[src/rtl/pipeline_reg_skid.sv]
// EX->MEM/WB pipeline register with an optional two-entry skid buffer.
// SKID=1: in_ready depends only on registered state, so back-pressure never
// forms a combinational path from out_ready to in_ready.
// SKID=0: a single register whose in_ready follows out_ready in the same cycle.
module pipeline_reg_skid #(
    parameter int unsigned DATA_W = 32,
    parameter int unsigned REG_W  = 5,
    parameter int unsigned SKID   = 1
) (
    input  logic              clk,
    input  logic              rst,
    input  logic              flush,
    input  logic              in_valid,
    output logic              in_ready,
    input  logic [DATA_W-1:0] in_result,
    input  logic [REG_W-1:0]  in_rd,
    input  logic              in_wr_tag,
    output logic              out_valid,
    input  logic              out_ready,
    output logic [DATA_W-1:0] out_result,
    output logic [REG_W-1:0]  out_rd,
    output logic              out_wr_tag,
    output logic [1:0]        occupancy
);

    localparam logic [1:0] StEmpty = 2'd0;
    localparam logic [1:0] StOne   = 2'd1;
    localparam logic [1:0] StFull  = 2'd2;

    logic [1:0]        state_q, state_d;
    logic [DATA_W-1:0] main_result_q, main_result_d;
    logic [REG_W-1:0]  main_rd_q, main_rd_d;
    logic              main_tag_q, main_tag_d;
    logic [DATA_W-1:0] skid_result_q, skid_result_d;
    logic [REG_W-1:0]  skid_rd_q, skid_rd_d;
    logic              skid_tag_q, skid_tag_d;

    logic push, pop;

    // Handshake and output decode; main register always feeds the outputs.
    always_comb begin
        out_valid = (state_q != StEmpty);
        if (SKID != 0) begin
            in_ready = !rst && (state_q != StFull);
        end else begin
            in_ready = !rst && (!out_valid || out_ready);
        end
        push       = in_valid && in_ready;
        pop        = out_valid && out_ready;
        out_result = main_result_q;
        out_rd     = main_rd_q;
        out_wr_tag = main_tag_q && out_valid;
        unique case (state_q)
            StOne:   occupancy = 2'd1;
            StFull:  occupancy = 2'd2;
            default: occupancy = 2'd0;
        endcase
    end

    // Next-state and data routing. With SKID=0 a push while ONE implies a pop,
    // so StFull is unreachable and the same transition table serves both modes.
    always_comb begin
        state_d       = state_q;
        main_result_d = main_result_q;
        main_rd_d     = main_rd_q;
        main_tag_d    = main_tag_q;
        skid_result_d = skid_result_q;
        skid_rd_d     = skid_rd_q;
        skid_tag_d    = skid_tag_q;
        if (flush) begin
            // Valid state only; data registers keep their last contents.
            state_d = StEmpty;
        end else begin
            unique case (state_q)
                StEmpty: begin
                    if (push) begin
                        state_d       = StOne;
                        main_result_d = in_result;
                        main_rd_d     = in_rd;
                        main_tag_d    = in_wr_tag;
                    end
                end
                StOne: begin
                    if (push && pop) begin
                        main_result_d = in_result;
                        main_rd_d     = in_rd;
                        main_tag_d    = in_wr_tag;
                    end else if (push) begin
                        state_d       = StFull;
                        skid_result_d = in_result;
                        skid_rd_d     = in_rd;
                        skid_tag_d    = in_wr_tag;
                    end else if (pop) begin
                        state_d = StEmpty;
                    end
                end
                StFull: begin
                    if (pop) begin
                        state_d       = StOne;
                        main_result_d = skid_result_q;
                        main_rd_d     = skid_rd_q;
                        main_tag_d    = skid_tag_q;
                    end
                end
                default: state_d = StEmpty;
            endcase
        end
    end

    // State and data registers, cleared asynchronously so outputs read zero in reset.
    always_ff @(posedge clk or posedge rst) begin
        if (rst) begin
            state_q       <= StEmpty;
            main_result_q <= '0;
            main_rd_q     <= '0;
            main_tag_q    <= 1'b0;
            skid_result_q <= '0;
            skid_rd_q     <= '0;
            skid_tag_q    <= 1'b0;
        end else begin
            state_q       <= state_d;
            main_result_q <= main_result_d;
            main_rd_q     <= main_rd_d;
            main_tag_q    <= main_tag_d;
            skid_result_q <= skid_result_d;
            skid_rd_q     <= skid_rd_d;
            skid_tag_q    <= skid_tag_d;
        end
    end

endmodule

[config.mk]
export PLATFORM = sky130hd
export DESIGN_NAME = pipeline_reg_skid
export DESIGN_NICKNAME = d
export VERILOG_FILES = /design/src/rtl/pipeline_reg_skid.sv
export SDC_FILE = /design/constraint.sdc
export NUM_CORES = 1
export LEC_CHECK = 0
export ABC_AREA = 1
export ABC_CLOCK_PERIOD_IN_PS = 4860
export BUFFER_PORTS_ARGS = -buffer_cell sky130_fd_sc_hd__buf_2
export CAP_MARGIN = 10
export CORE_ASPECT_RATIO = 0.5
export CORE_UTILIZATION = 50
export DETAILED_ROUTE_END_ITERATION = 12
export GPL_TIMING_DRIVEN = 0
export PLACE_DENSITY = 0.84
export SLEW_MARGIN = 20
export SYNTH_ARGS = -nofsm -noshare
export SYNTH_HDL_FRONTEND = slang
export SYNTH_SLANG_ARGS = --single-unit
[constraint.sdc]
create_clock -name clk -period 4.86 [get_ports clk]
set_clock_uncertainty 0.05 [all_clocks]
set_input_delay 0.486 -clock clk [delete_from_list [all_inputs] [get_ports clk]]
set_output_delay 0.486 -clock clk [all_outputs]
set_load 0.005 [all_outputs]
Word-level counts from Yosys, hierarchy flattened
Cells that the tools add are included.
Word-level totals
  register bits after elaboration: 78
  input port bits: 43
  output and inout bits: 42
  word-level logic and storage cells: 51
Operators by class
  equal/unequal tests: 10
  muxes and demuxes: 20
  bitwise logic cells: 2
  reduce and logical (&&, ||, !) cells: 12
Operators by type and width (number)
  $mux 32: 3
  $pmux 32 s3: 1
  $mux 5: 3
  $pmux 5 s3: 1
  $mux 2: 6
  $ne 3x3->1 const B: 3
  $ne 2x2->1 const B: 4
  $reduce_and 4->1: 2
  $pmux 2 s3: 1
  $logic_and 1x1->1: 5
  $reduce_and 5->1: 1
  $ne 4x4->1 const B: 1
  $pmux 2 s2: 1
  $mux 1: 3
  $pmux 1 s3: 1
  $reduce_bool 3->1: 1
  $eq 2x1->1 const B: 1
  $eq 2x2->1 const B: 1
  $logic_not 2->1: 1
  $not 1->1: 2
  $reduce_bool 2->1: 1
  $logic_not 1->1: 1

Logic depth before layout (Yosys ltp)
  word-level depth: 7
  mapped depth: 9
  depth with buffers taken out: 8

Worst setup path after synthesis
OpenSTA, ideal clock, no wires.
  path kind: input -> register
  start: in rst
  end: reg main_rd_q[0] (netlist: out_rd[0])
  data arrival time: 3.051 ns
  required time: 4.687 ns
  path slack: 1.635 ns
  stages on the path: 8
  path buffers: 2
  cells stage by stage: inv_1 -> nand3_1 -> a21oi_1 -> nand2_2 -> buf_6 -> buf_6 -> nand2_1 -> o21ai_2
Between the ends
  cells in the longest elaborated chain, start to end: 6
  elaborated cells between the ends (all ways): 7
  those cells by class: eq/ne (2); reduce/logical (5)
RTL lines
  start: declaration: line 11  | input logic rst,
  $logic_not 1->1 (no source line) (*)
  $logic_and 1x1->1 (*): line 44  | in_ready = !rst && (state_q != StFull);
  $logic_and 1x1->1 (*): line 48  | push = in_valid && in_ready;
  $logic_and 1x1->1: line 84  | if (push && pop) begin
  $ne 2x2->1 (no source line)
  $reduce_and 5->1 (no source line) (*)
  end signal: assignment: line 123  | main_rd_q <= main_rd_d;
  end: declaration: line 32  | logic [REG_W-1:0] main_rd_q, main_rd_d;
Mark *: on every way between the ends. The rest lies on a longest branch, timed or not.
A chain may end at the register's enable or synchronous reset.

Worst setup path in the final report
  start: reg state_q[1]
  end: out occupancy[1]
Between the ends
  cells in the longest elaborated chain, start to end: 2
  elaborated cells between the ends (all ways): 3
  those cells by class: eq/ne (2); mux (1)
RTL lines
  start: declaration: line 30  | logic [1:0] state_q, state_d;
  start signal: assignment: line 113  | state_q <= StEmpty;
  start signal: assignment: line 121  | state_q <= state_d;
  $eq 2x2->1 or $eq 2x1->1 (tied branches): line 53  | unique case (state_q)
  $pmux 2 s2 (*): line 53
  end: declaration: line 23  | output logic [1:0] occupancy
Marked as above.

==> metrics.txt <==
DP Area=approximately 0.004 mm^2; relative slew slack=62.9%; number of cells on the critical path=4; Core Util, Final=about 69%; synth unique cells=19; fin crit period=roughly 2.1 ns; CP bufs+invs=3; final setup margin=between 2 and 3 ns; Slew Limit Fails=0; effective utilization at floorplan=between 50% and 60%; Pwr Total=about 2.4 mW; syn_nets=~450; startpoint type of the worst setup path=register; number of global-route vias before repair=2807; Cell Area, Synth=between 0.003 and 0.004 mm^2; Fin Setup TNS=0 ns; CTS tree=yes; routed length per instance=approximately 13 um; Core Area=0.00636 mm^2; critical-path maximum fanout=10; Max Freq=roughly 0.47 GHz; Max-cap violations=0; power density cells=~550 mW/mm^2; crit share post-route=~44%; Design Area, Final=roughly 0.0044 mm^2; CTS Buf Count=9; Post CTS Setup Buffer Count=0; # hold bufs at CTS=0; clock insertion delay at the later pin of the skew report=0.33 ns; layout cells sized above 1=approximately 26%; Area Overhead vs Synth=27.1%; ANT nets after route=0; last weighted congestion value of the routability-driven placer=approximately 0.84; # DRC=0; IO Pins=85; die footprint=roughly 0.0072 mm^2; delay of the slowest cell on the worst path=0.47 ns; final hold viol count=0; Total GRT Usage=23.5%; cell taking the most area after synthesis=dfrtp_1; top post-synthesis cells by area=dfrtp_1 (57%), nand2_1 (13%), o21ai_0 (11%), inv_1 (5.1%), o21ai_1 (4.2%); Worst VDD drop=around 0.28 mV; critical path arrival=between 1.5 and 2 ns; clock transition at the registers of the reported paths=about 0.060 ns; Synth top area share=56.8%; post-cts sizing count=0; IO Port Bufs=84; final net count=~540; RSZ-0062 raised after global routing=no; first-pass GRT wire length=between 10000 and 15000 um; Die H=60.6 um; sequential fraction of the synthesis area=between 50% and 60%; cells along the critical path=nand2_2 > clkbuf_1 > inv_1 > buf_2; root buf cell=clkbuf_16; critical path type=register to output port; Crit path max-delay family=buffers and inverters; Row Count=20; Detailed Route Iter0 Violations=159; synthesized flop and latch total=just under 80; CTS sink count=78; Reg2Reg Depth=7; largest net degree at the start of global routing=51; most common cell after layout, fill and taps aside=nand2_1; initial antenna violation count=0; DR vias=2989; worst slew pin tran=0.556 ns; most used cells in the layout excluding fill and tap cells=nand2_1 (122), buf_2 (92), dfrtp_1 (78); Final setup viols=0; worst slack, placed=around 2.6 ns; Longest Clk Path Bufs=2; Worst Path Required=4.32 ns; Hold Path Class=input pin to async pin; hpwl dp=~5300 um; Post-Route WL=7880 um; GRT Residual Overflow=0; Critical Path Sink Type=output port; H-tree depth=3; die extent in x=between 100 and 150 um; LEAKAGE=around 2.4 nW; Cells after Synth=403; Vias per Instance=just over 5; Ys Warns=0; status=finished, final reports clean; fill count=500; Antenna Diode Count=0; Slowest-stage cell, CP=dfrtp_1; Syn Area/Cell=8.53 um^2; drt pass-1 iters=4
[state kept, by name, indices dropped and copies added (netlist names)]
| name | count |
|---|---|
| out_result | 32 |
| skid_result_q | 32 |
| out_rd | 5 |
| skid_rd_q | 5 |
| state_q | 2 |
| main_tag_q | 1 |
| skid_tag_q | 1 |
[where the power goes]
group          internal, mW  leakage, nW  switching (mW)  total, mW
clock network         0.569        0.180           0.256      0.825
logic                 0.253         1.24           0.281      0.534
registers             0.901        0.986           0.126       1.03
[synth_stat cells]
master	instances
a21oi_1	1
a21oi_2	1
a31oi_1	1
buf_2	8
buf_6	5
clkbuf_1	11
dfrtp_1	78
inv_1	47
inv_2	1
nand2_1	122
nand2_2	2
nand3_1	4
nand4_2	1
nor2_1	3
nor2_2	2
o21ai_0	76
o21ai_1	29
o21ai_2	10
o31ai_1	1
[cell type report]
| cell class | instances | area (um^2) | share of cell area [%] |
|---|---|---|---|
| clock inverter | 5 | 129 | 2.95 |
| sequential | 78 | 1950 | 44.7 |
| timing repair buffer | 85 | 448 | 10.3 |
| multi-input combinational | 253 | 1170 | 26.7 |
| clock buffer | 11 | 243 | 5.56 |
| inverter | 48 | 183 | 4.18 |
| buffer | 24 | 138 | 3.15 |
| tap | 88 | 110 | 2.52 |
[metrics by stage]
step / hold WS, ns / instances
finish: 0.118 / 592
global route: 0.147 / 592
CTS: 0.128 / 592
detailed placement: 0.417 / 576
global placement: 0.411 / 575
floorplan: 0.398 / 403
[layer usage]
metal	share of wire [%]	global-route usage, %	vias to the layer above
met5	0	0	-
met4	1.2	8.14	0
met3	5.9	5.92	12
met2	48	40.4	97
met1	45	29.9	1408
li1	-	-	1472
[worst paths after layout]
kind	startpoint	to	slack, ns
min in group clk	flush	state_q[1]	0.35
worst min-delay path	rst	skid_result_q[3]	0.12
worst max-delay path	state_q[1]	occupancy[1]	2.73
worst min register to register	out_result[22]	out_result[22]	0.43
worst max register to register	state_q[1]	out_result[31]	3.03
max in group asynchronous	rst	skid_result_q[31]	4.08
[kinds of logic after synthesis]
| group | Yosys count | share of synthesized area [%] |
|---|---|---|
| simple gates | 134 | 15.3 |
| flops | 78 | 56.8 |
| compound gates | 119 | 18.6 |
| buf+inv | 72 | 9.25 |
(Power assumes the default switching activity.)
